<file path="src/rtl/rotate_pkg.sv">
// Shared definitions for the tile rotation scheduler: FSM encoding, default
// tile edge and quarter-turn rotation codes.
package rotate_pkg;

  typedef enum logic [2:0] {
    ST_IDLE,
    ST_CHECK,
    ST_RD,
    ST_CORE,
    ST_CORE_WAIT,
    ST_WR,
    ST_NEXT,
    ST_FIN
  } state_t;

  localparam int TILE_DEF = 8;

  localparam logic [1:0] ROT_0   = 2'd0;
  localparam logic [1:0] ROT_90  = 2'd1;
  localparam logic [1:0] ROT_180 = 2'd2;
  localparam logic [1:0] ROT_270 = 2'd3;

  // A counter-clockwise turn is the same as (4 - deg) clockwise quarter turns.
  function automatic logic [1:0] norm_rot(input logic [1:0] deg, input logic dir);
    return dir ? (2'd0 - deg) : deg;
  endfunction

endpackage

</file>
<file path="src/rtl/rotate_tile_sched_if.sv">
// Job, DMA and core handshake bundle of the tile rotation scheduler.
// The scheduler uses the master view; the surrounding system uses slave.
interface rotate_tile_sched_if;
  logic        I_START;
  logic [15:0] I_HEIGHT;
  logic [15:0] I_WIDTH;
  logic [1:0]  I_DEGREES;
  logic        I_DIRECTION;
  logic        O_DMA_RD_REQ;
  logic [31:0] O_DMA_RD_OFS;
  logic        I_DMA_RD_DONE;
  logic        O_CORE_START;
  logic        I_CORE_DONE;
  logic        O_DMA_WR_REQ;
  logic [31:0] O_DMA_WR_OFS;
  logic        I_DMA_WR_DONE;
  logic        O_BUSY;
  logic        O_DONE;
  logic        O_ERR;

  modport master (
    input  I_START, I_HEIGHT, I_WIDTH, I_DEGREES, I_DIRECTION,
    input  I_DMA_RD_DONE, I_CORE_DONE, I_DMA_WR_DONE,
    output O_DMA_RD_REQ, O_DMA_RD_OFS, O_CORE_START,
    output O_DMA_WR_REQ, O_DMA_WR_OFS, O_BUSY, O_DONE, O_ERR
  );

  modport slave (
    output I_START, I_HEIGHT, I_WIDTH, I_DEGREES, I_DIRECTION,
    output I_DMA_RD_DONE, I_CORE_DONE, I_DMA_WR_DONE,
    input  O_DMA_RD_REQ, O_DMA_RD_OFS, O_CORE_START,
    input  O_DMA_WR_REQ, O_DMA_WR_OFS, O_BUSY, O_DONE, O_ERR
  );
endinterface

</file>
<file path="src/rtl/rotate_tile_addr.sv">
// Combinational source/destination tile pixel offsets for one tile of a
// rotated image; all arithmetic is 32-bit unsigned and wraps.
module rotate_tile_addr
  import rotate_pkg::*;
#(
  parameter int TILE = TILE_DEF
) (
  input  logic [15:0] tx,
  input  logic [15:0] ty,
  input  logic [15:0] tw,
  input  logic [15:0] th,
  input  logic [15:0] w,
  input  logic [15:0] h,
  input  logic [1:0]  rot,
  output logic [31:0] rd_ofs,
  output logic [31:0] wr_ofs
);

  logic [31:0] dx, dy, dw;

  // Destination tile coordinates and row pitch; 90/270 swap the image edges.
  always_comb begin
    dx = 32'(tx);
    dy = 32'(ty);
    dw = 32'(w);
    case (rot)
      ROT_90: begin
        dx = 32'(th) - 32'(ty) - 32'd1;
        dy = 32'(tx);
        dw = 32'(h);
      end
      ROT_180: begin
        dx = 32'(tw) - 32'(tx) - 32'd1;
        dy = 32'(th) - 32'(ty) - 32'd1;
      end
      ROT_270: begin
        dx = 32'(ty);
        dy = 32'(tw) - 32'(tx) - 32'd1;
        dw = 32'(h);
      end
      default: ;
    endcase
  end

  assign rd_ofs = 32'(ty) * 32'(TILE) * 32'(w) + 32'(tx) * 32'(TILE);
  assign wr_ofs = dy * 32'(TILE) * dw + dx * 32'(TILE);

endmodule

</file>
<file path="src/rtl/rotate_tile_sched.sv">
// Tile rotation scheduler: walks the source image tile by tile, issuing a
// DMA read, a core run and a DMA write to the rotated destination per tile.
module rotate_tile_sched
  import rotate_pkg::*;
#(
  parameter int TILE = TILE_DEF
) (
  input logic             I_HCLK,
  input logic             I_HRESET_N,
  rotate_tile_sched_if.master bus
);

  localparam int          SH        = $clog2(TILE);
  localparam logic [15:0] TILE_MASK = 16'(TILE - 1);

  state_t      state;
  logic [15:0] h_q, w_q, tx, ty, tw, th;
  logic [1:0]  rot_q;
  logic        rd_req, wr_req, core_start, busy, done, err;
  logic        cfg_bad, last_col, last_row;
  logic [31:0] rd_ofs, wr_ofs;

  assign tw       = w_q >> SH;
  assign th       = h_q >> SH;
  assign cfg_bad  = (w_q == 16'd0) || (h_q == 16'd0) ||
                    ((w_q & TILE_MASK) != 16'd0) || ((h_q & TILE_MASK) != 16'd0);
  assign last_col = (tx == tw - 16'd1);
  assign last_row = (ty == th - 16'd1);

  rotate_tile_addr #(.TILE(TILE)) u_addr (
    .tx     (tx),
    .ty     (ty),
    .tw     (tw),
    .th     (th),
    .w      (w_q),
    .h      (h_q),
    .rot    (rot_q),
    .rd_ofs (rd_ofs),
    .wr_ofs (wr_ofs)
  );

  // Outputs are registered alongside the state so they line up with it.
  always_ff @(posedge I_HCLK or negedge I_HRESET_N) begin
    if (!I_HRESET_N) begin
      state      <= ST_IDLE;
      h_q        <= '0;
      w_q        <= '0;
      rot_q      <= ROT_0;
      tx         <= '0;
      ty         <= '0;
      rd_req     <= 1'b0;
      wr_req     <= 1'b0;
      core_start <= 1'b0;
      busy       <= 1'b0;
      done       <= 1'b0;
      err        <= 1'b0;
    end else begin
      err        <= 1'b0;
      done       <= 1'b0;
      core_start <= 1'b0;
      case (state)
        ST_IDLE: begin
          if (bus.I_START) begin
            h_q   <= bus.I_HEIGHT;
            w_q   <= bus.I_WIDTH;
            rot_q <= norm_rot(bus.I_DEGREES, bus.I_DIRECTION);
            tx    <= '0;
            ty    <= '0;
            busy  <= 1'b1;
            state <= ST_CHECK;
          end
        end
        ST_CHECK: begin
          if (cfg_bad) begin
            err   <= 1'b1;
            busy  <= 1'b0;
            state <= ST_IDLE;
          end else begin
            rd_req <= 1'b1;
            state  <= ST_RD;
          end
        end
        ST_RD: begin
          if (bus.I_DMA_RD_DONE) begin
            rd_req     <= 1'b0;
            core_start <= 1'b1;
            state      <= ST_CORE;
          end
        end
        ST_CORE: state <= ST_CORE_WAIT;
        ST_CORE_WAIT: begin
          if (bus.I_CORE_DONE) begin
            wr_req <= 1'b1;
            state  <= ST_WR;
          end
        end
        ST_WR: begin
          if (bus.I_DMA_WR_DONE) begin
            wr_req <= 1'b0;
            state  <= ST_NEXT;
          end
        end
        ST_NEXT: begin
          if (last_col && last_row) begin
            done  <= 1'b1;
            state <= ST_FIN;
          end else begin
            if (last_col) begin
              tx <= '0;
              ty <= ty + 16'd1;
            end else begin
              tx <= tx + 16'd1;
            end
            rd_req <= 1'b1;
            state  <= ST_RD;
          end
        end
        ST_FIN: begin
          busy  <= 1'b0;
          state <= ST_IDLE;
        end
        default: state <= ST_IDLE;
      endcase
    end
  end

  assign bus.O_DMA_RD_REQ = rd_req;
  assign bus.O_DMA_RD_OFS = rd_ofs;
  assign bus.O_CORE_START = core_start;
  assign bus.O_DMA_WR_REQ = wr_req;
  assign bus.O_DMA_WR_OFS = wr_ofs;
  assign bus.O_BUSY       = busy;
  assign bus.O_DONE       = done;
  assign bus.O_ERR        = err;

endmodule

</file>
<file path="src/flat_wrapper.sv">
// flat-port wrapper written by rule: the top's interface ports become plain ports
module rotate_tile_sched_flat import rotate_pkg::*;
#(
  parameter int TILE = TILE_DEF
)
  (I_HCLK, I_HRESET_N, bus_I_START, bus_I_HEIGHT, bus_I_WIDTH, bus_I_DEGREES, bus_I_DIRECTION, bus_I_DMA_RD_DONE, bus_I_CORE_DONE, bus_I_DMA_WR_DONE, bus_O_DMA_RD_REQ, bus_O_DMA_RD_OFS, bus_O_CORE_START, bus_O_DMA_WR_REQ, bus_O_DMA_WR_OFS, bus_O_BUSY, bus_O_DONE, bus_O_ERR);
  rotate_tile_sched_if bus_i ();
  input logic I_HCLK;
  input logic I_HRESET_N;
  input wire logic [$bits(bus_i.I_START)-1:0] bus_I_START;
  input wire logic [$bits(bus_i.I_HEIGHT)-1:0] bus_I_HEIGHT;
  input wire logic [$bits(bus_i.I_WIDTH)-1:0] bus_I_WIDTH;
  input wire logic [$bits(bus_i.I_DEGREES)-1:0] bus_I_DEGREES;
  input wire logic [$bits(bus_i.I_DIRECTION)-1:0] bus_I_DIRECTION;
  input wire logic [$bits(bus_i.I_DMA_RD_DONE)-1:0] bus_I_DMA_RD_DONE;
  input wire logic [$bits(bus_i.I_CORE_DONE)-1:0] bus_I_CORE_DONE;
  input wire logic [$bits(bus_i.I_DMA_WR_DONE)-1:0] bus_I_DMA_WR_DONE;
  output wire logic [$bits(bus_i.O_DMA_RD_REQ)-1:0] bus_O_DMA_RD_REQ;
  output wire logic [$bits(bus_i.O_DMA_RD_OFS)-1:0] bus_O_DMA_RD_OFS;
  output wire logic [$bits(bus_i.O_CORE_START)-1:0] bus_O_CORE_START;
  output wire logic [$bits(bus_i.O_DMA_WR_REQ)-1:0] bus_O_DMA_WR_REQ;
  output wire logic [$bits(bus_i.O_DMA_WR_OFS)-1:0] bus_O_DMA_WR_OFS;
  output wire logic [$bits(bus_i.O_BUSY)-1:0] bus_O_BUSY;
  output wire logic [$bits(bus_i.O_DONE)-1:0] bus_O_DONE;
  output wire logic [$bits(bus_i.O_ERR)-1:0] bus_O_ERR;
  assign bus_i.I_START = bus_I_START;
  assign bus_i.I_HEIGHT = bus_I_HEIGHT;
  assign bus_i.I_WIDTH = bus_I_WIDTH;
  assign bus_i.I_DEGREES = bus_I_DEGREES;
  assign bus_i.I_DIRECTION = bus_I_DIRECTION;
  assign bus_i.I_DMA_RD_DONE = bus_I_DMA_RD_DONE;
  assign bus_i.I_CORE_DONE = bus_I_CORE_DONE;
  assign bus_i.I_DMA_WR_DONE = bus_I_DMA_WR_DONE;
  assign bus_O_DMA_RD_REQ = bus_i.O_DMA_RD_REQ;
  assign bus_O_DMA_RD_OFS = bus_i.O_DMA_RD_OFS;
  assign bus_O_CORE_START = bus_i.O_CORE_START;
  assign bus_O_DMA_WR_REQ = bus_i.O_DMA_WR_REQ;
  assign bus_O_DMA_WR_OFS = bus_i.O_DMA_WR_OFS;
  assign bus_O_BUSY = bus_i.O_BUSY;
  assign bus_O_DONE = bus_i.O_DONE;
  assign bus_O_ERR = bus_i.O_ERR;
  rotate_tile_sched #(.TILE(TILE)) u_core (.I_HCLK(I_HCLK), .I_HRESET_N(I_HRESET_N), .bus(bus_i));
endmodule
</file>
<file path="config.mk">
export PLATFORM = sky130hd
export DESIGN_NAME = rotate_tile_sched_flat
export DESIGN_NICKNAME = d
export VERILOG_FILES = /design/src/rtl/rotate_pkg.sv /design/src/rtl/rotate_tile_sched_if.sv /design/src/rtl/rotate_tile_addr.sv /design/src/rtl/rotate_tile_sched.sv /design/src/flat_wrapper.sv
export SDC_FILE = /design/constraint.sdc
export NUM_CORES = 2
export LEC_CHECK = 0
export ABC_AREA = 1
export CORE_AREA = 5 5 218 241
export CTS_CLUSTER_DIAMETER = 120
export DETAILED_ROUTE_END_ITERATION = 8
export DIE_AREA = 0 0 223 246
export PLACE_DENSITY_LB_ADDON = 0.15
export SLEW_MARGIN = 10
export SYNTH_ARGS = -nofsm -noshare
export SYNTH_HDL_FRONTEND = slang
export SYNTH_HIERARCHICAL = 1
export SYNTH_SLANG_ARGS = --single-unit
</file>
<file path="constraint.sdc">
create_clock -name I_HCLK -period 34.2 [get_ports I_HCLK]
set_clock_uncertainty 0.2 [all_clocks]
set_input_delay 8.55 -clock I_HCLK [delete_from_list [all_inputs] [get_ports I_HCLK]]
set_output_delay 8.55 -clock I_HCLK [all_outputs]
set_load 0.01 [all_outputs]
</file>
==> After elaboration in Yosys (flattened, before gate mapping) <==
Index checks and enable logic that the tools add are counted.
{ "op_classes": {"bitwise_logic": 0, "reduce_logical": 21, "eq_ne": 20, "n_lt_le_gt_ge": 0, "addsub": 11, "n_mul": 2, "div": 0, "shifts": 0, "muxes": 34} }
{ "ops": {"columns": ["op", "n"], "rows": [
  ["case mux 29 bit (3 select lines)", 2],
  ["two-way mux 16 bit", 6],
  ["case mux 16 bit (2 select lines)", 2],
  ["subtractor 13 x 16 -> 17 bit", 2],
  ["adder 16 x 1 -> 16 bit (second input constant)", 2],
  ["adder 32 x 19 -> 32 bit", 1],
  ["adder 32 bit", 1],
  ["== test 16 bit", 2],
  ["zero test 16 bit", 2],
  ["multiplier 29 x 32 -> 29 bit", 1],
  ["nonzero test 16 bit", 2],
  ["multiplier 16 x 16 -> 29 bit", 1],
  ["subtractor 29 x 1 -> 29 bit (second input constant)", 1],
  ["subtractor 13 x 1 -> 14 bit (second input constant)", 2],
  ["case mux 3 bit (8 select lines)", 1],
  ["subtractor 17 x 2 -> 18 bit (second input constant)", 1],
  ["two-way mux 3 bit", 5],
  ["two-way mux 1 bit", 13],
  ["== test 3 bit (second input constant)", 4],
  ["inequality test 2 bit (second input constant)", 6],
  ["AND reduction 4 bit", 3],
  ["AND reduction 3 bit", 3],
  ["== test 3 x 2 -> 1 bit (second input constant)", 2],
  ["case mux 1 bit (3 select lines)", 2],
  ["other kinds (14)", 21]
]} }
{ "totals": {"latchBits": 0, "out_inout_bits": 70, "register_bits": 75, "n_memories": 0, "rom_bits": 0, "in_bits": 41, "elab_cells": 100, "ram_bits": 0} }

==> Logic depth before layout (Yosys ltp) <==
{ "logic_depth": {"word_depth": 6, "mapped_depth": 55, "ltp_nobuf": 52} }

==> Cells and area by module <==
Netlist, hierarchy kept.
{ "modules_own_cells": {"columns": ["mod", "cells_per_inst", "n_inst", "area_per_inst_um2", "seq_area_each_um2"], "rows": [
  ["rotate_tile_addr", 3546, 1, 24432.2, 0.0],
  ["rotate_tile_sched", 724, 1, 5083.6, 1876.8]
]} }

==> Least setup slack after synthesis <==
No wires, ideal clock.
{ "synth_timing": {"path_type": "register -> output", "from": "register u_core.ty[1]", "to": "output bus_O_DMA_WR_OFS[31]", "stages_incl_launch_ff": 51, "path_slack_ns": 16.267, "t_required_ns": 25.450, "arrival_time_ns": 9.183, "path_buffers": 3, "cell_sequence": "dfrtp_1 -> clkbuf_1 -> buf_1 -> inv_1 -> ha_1 -> nand3_1 -> nand2_2 -> nand2_1 -> nand3_1 -> nor2_1 -> nand3_1 -> nor2_2 -> nand2_1 -> xnor2_1 -> inv_1 -> nand2_1 -> o2111ai_1 -> o21ai_0 -> [... 15 more ...] -> a21oi_1 -> o21ai_0 -> a21oi_1 -> o21ai_0 -> nand3_1 -> nand2_1 -> nand3_1 -> nand2_1 -> xor2_1 -> ha_1 -> a21oi_1 -> o21ai_0 -> a21oi_1 -> o211ai_1 -> xor2_1 -> inv_1 -> nand3_1 -> nand2_1"} }
{ "synth_via": {"elab_chain_len": 5, "elab_cells_between_ends": 6, "cone_classes": "3 x add/sub; 1 x mul; 2 x mux"} }
{ "synth_rtl": {"columns": ["element", "line_no", "rtl"], "rows": [
  ["start, declared", "rotate_tile_sched.sv:17", "logic [15:0] h_q, w_q, tx, ty, tw, th;"],
  ["start signal, assigned", "rotate_tile_sched.sv:110", "ty <= ty + 16'd1;"],
  ["subtractor 13 x 16 -> 17 bit", "rotate_tile_addr.sv:28, rotate_tile_addr.sv:34", null],
  ["subtractor 29 x 1 -> 29 bit", "rotate_tile_addr.sv:34", "dy = 32'(th) - 32'(ty) - 32'd1;"],
  ["case mux 29 bit (3 select lines)", "rotate_tile_addr.sv:26", "case (rot)"],
  ["multiplier 29 x 32 -> 29 bit", "rotate_tile_addr.sv:46", "assign wr_ofs = dy * 32'(TILE) * dw + dx * 32'(TILE);"],
  ["adder 32 bit *", "rotate_tile_addr.sv:46", null],
  ["end, declared", "flat_wrapper.sv:22", "output wire logic [$bits(bus_i.O_DMA_WR_OFS)-1:0] bus_O_DMA_WR_OFS;"]
]} }
Mark *: on every way between the ends. The rest lies on a longest branch, timed or not.

==> Worst setup path in the final report <==
{ "layout_timing": {"from": "register u_core.w_q[3]", "to": "output bus_O_DMA_WR_OFS[31]"} }
{ "layout_via": {"elab_chain_len": 5, "elab_cells_between_ends": 7, "cone_classes": "3 x add/sub; 1 x mul; 3 x mux"} }
{ "layout_rtl": {"columns": ["element", "line_no", "rtl"], "rows": [
  ["start, declared", "rotate_tile_sched.sv:17", null],
  ["start signal, assigned", "rotate_tile_sched.sv:65", "w_q <= bus.I_WIDTH;"],
  ["subtractor 13 x 16 -> 17 bit", "rotate_tile_addr.sv:33, rotate_tile_addr.sv:38", null],
  ["subtractor 17 x 2 -> 18 bit", "rotate_tile_addr.sv:33, rotate_tile_addr.sv:38", null],
  ["case mux 29 bit (3 select lines)", "rotate_tile_addr.sv:26", null],
  ["multiplier 29 x 32 -> 29 bit", "rotate_tile_addr.sv:46", null],
  ["adder 32 bit *", "rotate_tile_addr.sv:46", null]
]} }
Marks and branches as above.

==> results.env <==
SYNTH_EDF_COUNT=0
CRITICAL_PATH_REQUIRED_NS=25.45
YOSYS.AREA.TOP_TYPE='sky130_fd_sc_hd__fa_1'
HOLD_START='u_core/bus.O_DMA_RD_REQ'
POST_CTS_HOLD_BUFFER_COUNT=0
SYNTH.TOP_CELLS.BY_AREA='sky130_fd_sc_hd__fa_1 (31%), sky130_fd_sc_hd__nand2_1 (15%), sky130_fd_sc_hd__inv_1 (12%)'
WORST_PIN_SLEW_NS=1.13
SEQ_AREA_FRAC_SYNTH_PCT=6.36
SYN_AVG_CELL_AREA_UM2=6.91
DIE_W_UM=223
YS_WARN_COUNT=6
INITIAL_ANTENNA_VIOLATION_COUNT=0
CTS.ROOT.BUFFER_CELL='sky130_fd_sc_hd__clkbuf_16'
NUMBER_OF_PLACED_INSTANCES_WITH_TAPS_INCLUDED=4958
SYNTH_TOP_CELLS_BY_COUNT='sky130_fd_sc_hd__nand2_1 (1152), sky130_fd_sc_hd__inv_1 (978), sky130_fd_sc_hd__fa_1 (458)'
ROUTED-VIA-COUNT=27000
POST_CTS_BUFFERS=0
HTREEDEPTH=3
SHARE_OF_CELLS_ABOVE_DRIVE_STRENGTH_1_PCT=4.08
WIRE_LENGTH_OF_THE_FIRST_GLOBAL_ROUTING_PASS_MM=140
WORST-SETUP-PATH-TYPE='flip-flop to output port'
MINIMUM_SETUP_SLACK_AMONG_REG_TO_REG_PATHS_NS=30.80
MAXIMUM_NUMBER_OF_PINS_ON_ONE_NET_BEFORE_GLOBAL_ROUTE_REPAIR=77
WIRE_PER_INST_UM=17.4
LAYOUT_WORST_PATH_CYCLE_SHARE_PCT=59.9
CP-END-KIND='output port'
VIAS_IN_THE_FIRST_GLOBAL_ROUTE=27300
COREAREA_MM2=0.0497
CRITICAL_PATH_SOURCE_TYPE='flip-flop'
TNS_NS=0
NUMBER_OF_SYNTHESIZED_REGISTER_BITS=75
CP_DATA_ARRIVAL_TIME_NS=11.75
DIE_Y_UM=246
GRT_UTIL_ALL_LAYERS_PCT=31.5
MIN_PATH_TYPE='flip-flop to flip-flop'
ROWS=86
CRITICAL-PATH-SLOWEST-CELL='sky130_fd_sc_hd__dfrtp_1'
AREA.GROWTH.SYNTH_TO_FINAL_PCT=6.85
NUMBER_OF_DISTINCT_LIBRARY_CELL_VARIANTS_IN_THE_GATE_LEVEL_NETLIST_AFTER_SYNTHESIS=59
FINALHOLDVIOLCOUNT=0
SYNTH_FLOP_CELL='sky130_fd_sc_hd__dfrtp_1'
VIA_PER_INST=5.42
ACHIEVABLE-FREQUENCY_GHz=0.0488
PLACE.DETAILED.HPWL_MM=71.1
RSZ_0062_RAISED_AFTER_GLOBAL_ROUTING='no'
CTS_TREE='done'
YS_ASYNC_SR_FRACTION_PCT=100
SYNTH_CELLS=4270
FINAL_NET_COUNT=5039
MAX-CAP-VIOLATIONS=0
MAX_STAGE_DELAY_NS=0.92
YOSYSMOSTFREQUENTCELL='sky130_fd_sc_hd__nand2_1'
MAPPEDNETLISTAREA_MM2=0.0295
SLEW_HEADROOM_PCT=24.4
FINALWORSTSETUPSLACK_NS=13.70
POSTCTSRESIZEDCELLS=0
DRTPASS1ITERATIONS=6
HOLD_PATH_DEPTH=2
CTS.SINK_COUNT=75
DIE_AREA_MM2=0.0549
MAXSLEWVIOLCOUNT=0
SYNTH_TOP_AREA_SHARE_PCT=31.1
DRC=0
DETAIL-ROUTE-ANTENNA-NETS=0
WORSTSKEWPAIRLATENCY_NS=0.36
FINALWEIGHTEDCONGESTION=0.989
CTS-BUFFERS-INSERTED=9
DIODES_INSERTED=0
MIN_DELAY_WORST_ENDPOINT='u_core/bus.O_DMA_RD_REQ'
START_UTIL_PCT=59.4
POST-ROUTE-MIN-PERIOD_NS=20.50
IO_BUFFER_COUNT=104
STATUS='finished clean'
DR.FIRST_ITER.DRC_COUNT=2102
GRT.OVERFLOW.TOTAL=0
PLACEDINSTANCEAREA_MM2=0.0312
WORST_R2R_STARTPOINT='u_core/w_q[3]'
FF2FF_PATH_DEPTH=16
CRITICAL_PATH.MAX_FANOUT=20
CLKTRANSATPATHREGS_NS=0.08
POSTROUTEWIRELENGTH_MM=86.3
CPMOSTUSEDCELL='sky130_fd_sc_hd__nand2_1'
CTSLONGESTPATHBUFFERS=2
STDCELL_AREA_MM2=0.0315
STDCELL_COUNT=4974
REGTOREGENDPOINT='u_core/ty[13]'
IO_PINS=111
POST-PLACE-WS_NS=14.17
FINAL-SETUP-VIOL-COUNT=0
layout by cell type, fill, tap and decap left out, types with 9 or more instances in the layout:
master,netlist,layout
sky130_fd_sc_hd__nand2_1,1152,1151
sky130_fd_sc_hd__inv_1,978,978
sky130_fd_sc_hd__fa_1,458,458
sky130_fd_sc_hd__nor2_1,313,313
sky130_fd_sc_hd__ha_1,231,231
sky130_fd_sc_hd__nand3_1,204,204
sky130_fd_sc_hd__a21oi_1,149,149
sky130_fd_sc_hd__xor2_1,115,115
sky130_fd_sc_hd__clkdlybuf4s50_1,0,103
sky130_fd_sc_hd__o21ai_0,110,99
sky130_fd_sc_hd__dfrtp_1,75,75
sky130_fd_sc_hd__buf_4,9,50
sky130_fd_sc_hd__xnor2_1,48,48
sky130_fd_sc_hd__nand4_1,38,38
sky130_fd_sc_hd__nand2_2,33,34
sky130_fd_sc_hd__o21ai_1,17,27
sky130_fd_sc_hd__nor3_1,22,22
sky130_fd_sc_hd__inv_2,20,20
sky130_fd_sc_hd__nand3b_1,17,17
sky130_fd_sc_hd__clkinv_1,16,16
sky130_fd_sc_hd__nor2_2,14,14
sky130_fd_sc_hd__a22oi_1,13,13
sky130_fd_sc_hd__o2111ai_1,12,12
sky130_fd_sc_hd__conb_1,2,12
sky130_fd_sc_hd__mux2_2,10,10
sky130_fd_sc_hd__clkbuf_16,0,9
stage by stage:
stage	util (%)	hold WS [ns]
floorplan	-	0.251
global placement	62.8	0.265
detailed placement	62.8	0.280
CTS	63.4	0.296
global route	63.4	0.323
finish	63.4	0.290
per-layer routing:
layer  share of wire, %  vias to the layer above  GRT usage (%)
li1                   -                    12800              -
met1                 40                    12800           39.6
met2                 49                     1085           55.8
met3                6.5                      248           3.19
met4                5.0                        0           12.8
met5                  0                        -              0
worst max-delay path, delay by kind of cell, from the launching register on:
kind,cells,cell delay (ns)
buffers and inverters,6,1.22
DFF,1,0.92
and+or+nand+nor,15,1.64
AOI/OAI and AO/OA,12,2.19
xor gates and xnor gates,4,1.06
adders and majority gates,10,4.35
kinds of logic (layout without fill, tap and decap cells):
kind of cell             Yosys count  after routing  synth area share [%]
AO/OA/AOI/OAI                    344            344                  6.51
multiplexers                      10             10                 0.382
AND/OR/NAND/NOR                 1837           1837                  26.2
flip-flops                        75             75                  6.36
XOR/XNOR                         164            164                  4.89
other                              2             12                0.0254
buffers and inverters           1149           1183                  14.8
adder cells (fa/ha/maj)          689            689                  40.9
worst max path at each step:
stage	startpoint	slack (ns)	end
floorplan	u_core/ty[1]	16.27	bus_O_DMA_WR_OFS[31]
global placement	u_core/w_q[3]	14.41	bus_O_DMA_WR_OFS[31]
detailed placement	u_core/w_q[3]	14.17	bus_O_DMA_WR_OFS[31]
CTS	u_core/w_q[3]	13.78	bus_O_DMA_WR_OFS[31]
global route	u_core/w_q[3]	12.81	bus_O_DMA_WR_OFS[31]
finish	u_core/w_q[3]	13.70	bus_O_DMA_WR_OFS[31]
cell type report:
| type | instances | area [um^2] |
|---|---|---|
| clock buffers | 9 | 225 |
| clock inverters | 7 | 83.8 |
| fillers | 4656 | 18200 |
| inverters | 1014 | 3810 |
| multi-input cells | 3056 | 23300 |
| flip-flops and latches | 75 | 1880 |
| well taps | 660 | 826 |
| repair buffers | 153 | 1410 |
registers in the layout, summed over array words and instances (netlist names):
signal	flops
u_core/state	3
u_core/bus.O_CORE_START	1
u_core/bus.O_DONE	1
u_core/bus.O_DMA_RD_REQ	1
u_core/bus.O_ERR	1
u_core/h_q	16
u_core/tx	16
u_core/rot_q	2
u_core/ty	16
u_core/bus.O_BUSY	1
u_core/w_q	16
u_core/bus.O_DMA_WR_REQ	1
Power is left out: the tool's default activity adds up to more than one toggle a clock period on the data nets, which glitch-free logic cannot reach.
